--- src/rtl/r_type_program_loader.sv ---
// r_type_program_loader
// Turns ALU operation requests into 32-bit R-type instruction words, queues
// them in a small FIFO and writes them to consecutive instruction-memory
// addresses starting at a session base address.
module r_type_program_loader #(
    parameter int ADDR_W     = 10,
    parameter int FIFO_DEPTH = 4,
    parameter int MAX_WORDS  = 256
) (
    input  logic                           clock,
    input  logic                           reset_n,
    input  logic                           start,
    input  logic [ADDR_W-1:0]              base_addr,
    input  logic                           finish,
    input  logic                           in_valid,
    output logic                           in_ready,
    input  logic [3:0]                     alu_op,
    input  logic [4:0]                     rd,
    input  logic [4:0]                     rs1,
    input  logic [4:0]                     rs2,
    output logic                           mem_we,
    input  logic                           mem_ready,
    output logic [ADDR_W-1:0]              mem_addr,
    output logic [31:0]                    mem_wdata,
    output logic                           done,
    output logic [$clog2(MAX_WORDS+1)-1:0] words_written,
    output logic                           illegal_seen
);

    localparam int CNT_W = $clog2(MAX_WORDS + 1);
    localparam int PTR_W = $clog2(FIFO_DEPTH);

    localparam logic [6:0]        OPCODE_R   = 7'b0110011;
    localparam logic [CNT_W-1:0]  ACCEPT_MAX = CNT_W'(MAX_WORDS);
    localparam logic [CNT_W-1:0]  ACCEPT_END = CNT_W'(MAX_WORDS - 1);
    localparam logic [PTR_W:0]    COUNT_FULL = (PTR_W + 1)'(FIFO_DEPTH);
    localparam logic [PTR_W:0]    COUNT_ONE  = (PTR_W + 1)'(1);
    localparam logic [ADDR_W-1:0] WORD_STEP  = ADDR_W'(4);
    localparam logic [ADDR_W-1:0] ALIGN_MASK = ~ADDR_W'(3);

    typedef enum logic [1:0] {
        ST_IDLE,
        ST_LOAD,
        ST_DRAIN,
        ST_DONE
    } state_t;

    state_t            state;
    logic [CNT_W-1:0]  accept_count;
    logic [ADDR_W-1:0] write_addr;

    logic [31:0]       fifo_mem [FIFO_DEPTH];
    logic [PTR_W-1:0]  rd_ptr;
    logic [PTR_W-1:0]  wr_ptr;
    logic [PTR_W:0]    fifo_count;
    logic              fifo_full;
    logic              fifo_empty;

    logic              op_legal;
    logic [2:0]        funct3;
    logic [6:0]        funct7;
    logic [31:0]       encoded_word;

    logic              accept;
    logic              push;
    logic              pop;
    logic              last_pop;

    // Map the ALU control code back to its funct3/funct7 pair; unknown codes are illegal.
    always_comb begin
        op_legal = 1'b1;
        funct3   = 3'd0;
        funct7   = 7'd0;
        case (alu_op)
            4'b0010: funct3 = 3'd0;
            4'b1001: funct7 = 7'b0000001;
            4'b0001: funct3 = 3'd6;
            4'b0000: funct3 = 3'd7;
            4'b0011: funct3 = 3'd1;
            4'b0101: funct3 = 3'd5;
            4'b0110: funct3 = 3'd2;
            4'b0111: funct3 = 3'd4;
            default: op_legal = 1'b0;
        endcase
    end

    assign encoded_word = {funct7, rs2, rs1, funct3, rd, OPCODE_R};

    assign fifo_full  = (fifo_count == COUNT_FULL);
    assign fifo_empty = (fifo_count == '0);

    // in_ready depends on registered state only, so a same-cycle pop never frees a slot.
    assign in_ready = (state == ST_LOAD) && !fifo_full && (accept_count < ACCEPT_MAX);
    assign accept   = in_valid && in_ready;
    assign push     = accept && op_legal;
    assign pop      = mem_we && mem_ready;
    assign last_pop = pop && (fifo_count == COUNT_ONE);

    assign mem_we    = !fifo_empty;
    assign mem_addr  = write_addr;
    assign mem_wdata = fifo_empty ? 32'd0 : fifo_mem[rd_ptr];

    // Word storage needs no reset; an empty FIFO masks its contents on mem_wdata.
    always_ff @(posedge clock) begin
        if (push) begin
            fifo_mem[wr_ptr] <= encoded_word;
        end
    end

    // FIFO pointers and occupancy; reset empties the FIFO so mem_we drops at once.
    always_ff @(posedge clock or negedge reset_n) begin
        if (!reset_n) begin
            rd_ptr     <= '0;
            wr_ptr     <= '0;
            fifo_count <= '0;
        end else begin
            if (push) begin
                wr_ptr <= wr_ptr + 1'b1;
            end
            if (pop) begin
                rd_ptr <= rd_ptr + 1'b1;
            end
            case ({push, pop})
                2'b10:   fifo_count <= fifo_count + 1'b1;
                2'b01:   fifo_count <= fifo_count - 1'b1;
                default: fifo_count <= fifo_count;
            endcase
        end
    end

    // Session FSM plus the address, counters and status flags it owns.
    always_ff @(posedge clock or negedge reset_n) begin
        if (!reset_n) begin
            state         <= ST_IDLE;
            done          <= 1'b0;
            accept_count  <= '0;
            write_addr    <= '0;
            words_written <= '0;
            illegal_seen  <= 1'b0;
        end else begin
            if (pop) begin
                write_addr    <= write_addr + WORD_STEP;
                words_written <= words_written + 1'b1;
            end
            case (state)
                ST_IDLE, ST_DONE: begin
                    if (start) begin
                        state         <= ST_LOAD;
                        done          <= 1'b0;
                        write_addr    <= base_addr & ALIGN_MASK;
                        accept_count  <= '0;
                        words_written <= '0;
                        illegal_seen  <= 1'b0;
                    end
                end
                ST_LOAD: begin
                    if (accept) begin
                        accept_count <= accept_count + 1'b1;
                        if (!op_legal) begin
                            illegal_seen <= 1'b1;
                        end
                    end
                    if (finish || (accept && (accept_count == ACCEPT_END))) begin
                        state <= ST_DRAIN;
                    end
                end
                ST_DRAIN: begin
                    if (fifo_empty || last_pop) begin
                        state <= ST_DONE;
                        done  <= 1'b1;
                    end
                end
                default: begin
                    state <= ST_IDLE;
                    done  <= 1'b0;
                end
            endcase
        end
    end

endmodule
--- config.mk ---
export PLATFORM = sky130hd
export DESIGN_NAME = r_type_program_loader
export DESIGN_NICKNAME = d
export VERILOG_FILES = /design/src/rtl/r_type_program_loader.sv
export SDC_FILE = /design/constraint.sdc
export NUM_CORES = 1
export LEC_CHECK = 0
export ABC_AREA = 0
export CAP_MARGIN = 10
export CORE_MARGIN = 3
export CORE_UTILIZATION = 57
export CTS_CLUSTER_DIAMETER = 200
export DETAILED_ROUTE_END_ITERATION = 8
export PLACE_DENSITY = 0.85
export SLEW_MARGIN = 5
export SYNTH_ARGS = -nofsm -noshare
export SYNTH_HDL_FRONTEND = slang
export SYNTH_SLANG_ARGS = --single-unit
--- constraint.sdc ---
create_clock -name clock -period 6.28 [get_ports clock]
set_input_delay 0.628 -clock clock [delete_from_list [all_inputs] [get_ports clock]]
set_output_delay 0.628 -clock clock [all_outputs]
set_load 0.02 [all_outputs]
==> run summary, run 1 <==
GRT overflow: 0
Yosys top cell area share: 0.4265
I/O pin cnt: 90
Std-Cell Rows: 34
RSZ-0062 raised after global routing: false
Cells after Synth: 398
Port-buffer cells: 76
Largest family of logic cells by synthesized area: simple AND/OR/NAND/NOR gates
Leak Pwr: 2.485 nW
Critical Path RT: 5.65 ns
Post-CTS Hold Buffers: 0
Synth cell types: 52
Worst-path clk slew: 0.06 ns
CTS sink cnt: 113
Peak supply drop: 0.0003069 V
Slew HR: 0.3400
CP Capture Type: output pin
Fillers: 578
PD cells: 471.2 nW/µm²
Vias/cell: 5.832
Share of layout cells above drive strength 1: 0.1180
Synthesized area per cell: 13.45 µm²
Routability cong.: 0.8079
Initial antenna violation count: 0
Post-synthesis simple-gate area fraction: 0.1267
CP Class: reg -> out
Core Area: 8934 µm²
#FFs+latches synth: 113
Post-route setup TNS: 0 ns
Syn-to-layout area delta: 24.50%
Total power: 3.139 mW
Slew @ Worst Pin: 0.9900 ns
Setup bufs post-CTS: 0
CP Max Fanout: 32
Number of flops mapped to enable cells by yosys: 76
Worst reg-to-reg path cell count: 9
Routed WL per cell: 18.28 µm
Worst-case clock buffer depth: 2
Worst setup margin: 2.434 ns
Total of max-cap violations: 0
CP arrival: 3.22 ns
Hold path endpoint: accept_count[4]
CTS buffer count: 17
Cell taking the most area after synthesis: edfxtp_1
DR pass1 iterations: 4
Die Span X: 102.9 µm
DR DRC count: 0
# resized after CTS: 0
DR iter-0 viols: 141
Setup-failing EPs final: 0
Nature of the critical path startpoint: flop
Synth Area in Compound Gates: 0.06640
Max Freq: 0.2600 GHz
Aggregate global-route resource usage: 0.2186
DP HPWL: 6.653 mm
Synth async-reset ratio: 0.3274
First-pass GRT wire length: 17.36 mm
Vias in the first global route: 3506
Number of H-tree levels: 4
Most frequent cell after synthesis: edfxtp_1
Final hold viol count: 0
Hold path depth: 1
RR Startpoint: fifo_count[0]
Die Span Y: 102.9 µm
CTS tree: done
Clock latency on the worst-skew pair: 0.51 ns
R2R Setup Slk: 3.13 ns
Initial Util: 0.5990
Hold Crit Start: accept_count[4]
Commonest cells post-synth: 76 x edfxtp_1, 37 x dfrtp_1, 28 x and2_1
Register area share after synthesis: 0.5995
CTS Root Cell: clkbuf_8
Post-detailed-route count of antenna-violating nets: 0
Setup Skew: 0.02001 ns
Pre-CTS setup slack: 2.554 ns
Vias: 3447
Min-delay worst type: reg -> reg
Largest net degree at the start of global routing: 38
Mux cell area share after synthesis: 0.09516
Outcome: complete, no violations
Top cells by area, synth: edfxtp_1 43%, dfrtp_1 17%, mux4_2 8.0%
Post-Synth Adder-Cell Area: 0.03507
Nets: 521
Post-synth top flop: edfxtp_1
Reg-to-Reg End: fifo_count[2]
Synth Area in XOR/XNOR: 0.02619
Post-Synthesis Cell Area: 5351 µm²
Final Max Slew Viols: 0
Final Cycle Share: 0.6125
Die area: 10590 µm²
Final core occ: 0.7458
# diodes: 0
Final wirelength: 10.80 mm
Yosys warning count: 0
Tmin final: 3.847 ns
-- metrics by stage --
step,std cells,hold WS (ns),instance area (µm²)
4_1_cts,591,0.5023,6663
3_5_place_dp,560,0.4945,6083
5_1_grt,591,0.5420,6663
6_report,591,0.5089,6663
2_1_floorplan,408,0.3324,5389
3_3_place_gp,560,0.4852,6083
-- worst max-delay path by stage --
stage,endpoint,startpoint,slack [ns]
after floorplan,fifo_mem[0][0],in_valid,3.90
after global placement,fifo_mem[0][8],in_valid,2.66
after detailed placement,fifo_mem[1][8],in_valid,2.55
after CTS,mem_wdata[25],fifo_count[0],2.37
after global routing,mem_wdata[25],fifo_count[0],2.19
final,mem_wdata[25],fifo_count[0],2.43
-- where the power goes --
| part | internal, mW | leakage (nW) | total, mW | switching (mW) |
|---|---|---|---|---|
| Clock | 0.600 | 0.274 | 0.932 | 0.333 |
| Sequential | 0.899 | 1.16 | 1.03 | 0.135 |
| Combinational | 0.570 | 1.05 | 1.17 | 0.603 |
-- cell families (layout without fill, tap and decap cells) --
family / after synthesis / after routing
AO/OA/AOI/OAI: 55 / 55
XOR/XNOR: 16 / 16
adder cells (fa/ha/maj): 15 / 15
buffers and inverters: 48 / 123
flip-flops: 113 / 113
multiplexers: 27 / 27
other: 1 / 11
AND/OR/NAND/NOR: 123 / 123
-- worst max-delay path, stage by stage, from the launching register on --
cell	delay, ns
dfrtp_1	0.42
inv_1	0.10
ha_1	0.20
nor2b_1	0.30
clkinv_1	0.74
and2_1	0.42
clkdlybuf4s50_1	0.54
-- metal layers --
metal  up-vias  part of all wire  track usage
met2       104              0.52       0.3784
met4         0            0.0049      0.05876
met1      1728              0.42       0.2669
li1       1609                 -            -
met5         -                 0            0
met3         6             0.052      0.06834
-- sequential cells by signal (all words and copies together) (netlist names), 2 cells and up --
name	count
accept_count	9
fifo_count	3
fifo_mem	76
mem_addr	8
rd_ptr	2
state	2
words_written	9
wr_ptr	2
-- cells in the final DEF, fill, tap and decap left out, types with 9 or more instances in the layout --
cell type        instances
mux4_2                  19
nand2_1                 24
dfrtp_1                 37
nor2_1                  19
xnor2_1                  9
conb_1                  11
and2_1                  28
ha_1                    15
clkbuf_16               16
clkdlybuf4s50_1         76
o21ai_0                 14
edfxtp_1                76
a21oi_1                 15
inv_1                   13
nand3_1                  9
-- cell type report --
type | count | area [µm²] | area share
timing repair buffer | 78 | 775.7 | 0.1164
clock inverter | 14 | 165.2 | 0.02479
sequential | 113 | 3208 | 0.4815
multi-input combinational | 247 | 1912 | 0.2869
clock buffer | 17 | 414.1 | 0.06216
tap | 108 | 135.1 | 0.02028
inverter | 14 | 52.55 | 0.007887
No activity file was read; power rests on OpenSTA's default activity.
==> run 2, diff against run 1 <==
- CORE_UTILIZATION: 57 -> 48
- PLACE_DENSITY: 0.85 -> 0.76
- clock period: 6.28 -> 3.1 ns (I/O delays scaled with it)
==> run 2 against run 1 <==
Effect of this change:
- critical path depth fell by 2
- first-iteration DRC count rose by 75%
- routed wire length fell by 1.3%
- critical path type unchanged
- via count fell by 0.61%
- design area rose by 1.5%
- combinational power rose by 110%
- total power rose by 100%
- clock power rose by 100%
- non-clock buffer count rose by 10
- hold slack got worse by 0.15 ns
- global-route usage fell by 4.1 points
==> run summary, run 2 (synthesis gave the netlist of run 1 again) <==
Leak Pwr: 2.538 nW
Switching power: 2.206 mW
DP HPWL: 6.796 mm
Non-filler cells, final: 630
DR iter-0 viols: 247
Slew HR: 0.4396
Post-detailed-route count of antenna-violating nets: 0
Largest register FFs: 76
Biggest register: fifo_mem
Min-delay worst type: in -> reg
Core Area: 10600 µm²
Nets: 531
RSZ-0062 raised after global routing: false
Vias/cell: 5.438
Final wirelength: 10.67 mm
Total of max-cap violations: 0
CTS sink cnt: 113
Top Family by Delay on Critical Path: buffers and inverters
First-pass GRT wire length: 17.62 mm
Setup-failing EPs final: 0
Met2 usage in global routing: 0.3008
Tmin final: 2.853 ns
Routed WL per cell: 16.93 µm
Die Span X: 111.6 µm
Largest net degree at the start of global routing: 38
Combinational share of power: 0.392
Vias: 3426
Clock power frac: 0.291
Most common cell after layout, fill and taps aside: edfxtp_1
Port-buffer cells: 76
CP Capture Type: output pin
Fillers: 815
Share of layout cells above drive strength 1: 0.1377
CP Cell Sequence: buf_4, mux4_2, and2_1, clkdlybuf4s50_1
Worst Path Buf+Inv: 2
Area occupied by multi-input gates: 1912 µm²
Met3 usage: 0.03696
Final Cycle Share: 0.9204
Number of H-tree levels: 4
Switching Fraction: 0.3464
Slew @ Worst Pin: 0.8405 ns
Outcome: complete, no violations
# resized after CTS: 0
Max Freq: 0.3505 GHz
Setup Skew: 0.01324 ns
# diodes: 0
Initial Util: 0.5048
I/O pin cnt: 90
CP Max Fanout: 19
CTS Root Cell: clkbuf_8
Syn-to-layout area delta: 26.40%
Clock latency on the worst-skew pair: 0.50 ns
CP max stage delay: 0.55 ns
Internal: 4.163 mW
Global route hottest layer: met2
CTS buffer count: 17
Aggregate global-route resource usage: 0.1775
Peak supply drop: 0.0005859 V
CP Class: reg -> out
Final Max Slew Viols: 0
Critical Path RT: 2.79 ns
Die area: 12450 µm²
PD cells: 941.7 nW/µm²
Nature of the critical path startpoint: flop
Placed cell count: 597
CP arrival: 2.54 ns
Initial antenna violation count: 0
Slowest-stage cell, CP: mux4_2
CTS tree: done
Sequential Area: 3208 µm²
Final hold viol count: 0
Met1 Use GR: 0.2354
Leading cell types in the layout, fill and taps excluded: 76 x edfxtp_1, 75 x clkdlybuf4s50_1, 37 x dfrtp_1, 28 x and2_1, 24 x nand2_1
Setup bufs post-CTS: 0
Routability cong.: 0.8098
Worst-path clk slew: 0.06 ns
Worst-case clock buffer depth: 2
Die Span Y: 111.6 µm
Top Registers: fifo_mem x76, accept_count x9, words_written x9
GRT overflow: 0
Vias in the first global route: 3507
Reg power frac: 0.316
DR DRC count: 0
Post-route setup TNS: 0 ns
Std-Cell Rows: 37
DR pass1 iterations: 5
-- run 2: power by group through the flow --
stage          registers [mW]  clock network [mW]  logic, mW
2_1_floorplan            2.08                   0       1.57
3_3_place_gp             2.03                   0       2.47
3_5_place_dp             2.04                   0       2.51
4_1_cts                  2.01                1.88       2.53
5_1_grt                  2.05                1.95       2.72
6_report                 2.02                1.86       2.50
-- run 2: worst min-delay path: stages --
cell and delay (ns):
clkdlybuf4s50_1 0.40, nand2_1 0.05, o21ai_0 0.06
-- run 2: path summary, 6_finish.rpt --
check | from | end | slack [ns] | cells after the start
min | base_addr[5] | mem_addr[5] | 0.36 | 3
max reg2reg | fifo_count[0] | fifo_count[2] | 0.69 | 9
max | rd_ptr[0] | mem_wdata[25] | 0.25 | 4
min in group asynchronous | reset_n | mem_addr[5] | 0.42 | 2
max in group asynchronous | reset_n | accept_count[1] | 2.12 | 2
min reg2reg | accept_count[4] | accept_count[4] | 0.49 | 1
-- run 2: area by class of cell --
cell class | count | area share
clock buffers | 18 | 0.06178
well taps | 136 | 0.02516
repair buffers | 88 | 0.1254
flip-flops and latches | 113 | 0.4743
clock inverters | 14 | 0.02294
inverters | 14 | 0.007769
multi-input cells | 247 | 0.2826
-- run 2: layer usage --
metal / wire length, µm / vias up
li1: - / 1626
met1: 4701 / 1710
met2: 5506 / 85
met3: 410 / 5
met4: 47 / 0
met5: 0 / -
-- run 2: metrics by stage --
step           power, mW  hold slack (ns)  setup slack, ns  area, µm²  utilization
6_report           6.369           0.3598           0.2467       6764       0.6380
2_1_floorplan      3.655          0.01441           0.8946       5389            -
3_3_place_gp       4.494           0.4617           0.7577       6181       0.5830
4_1_cts            6.430           0.3515           0.2019       6764       0.6380
3_5_place_dp       4.549           0.4683           0.6789       6181       0.5830
5_1_grt            6.721           0.3785          0.06062       6764       0.6380
-- run 2: timing repair --
item / CTS / global route
hold endpoints to repair: 37 / 0
endpoints found under the setup margin: 0 / 0
hold buffers: 1 / 0
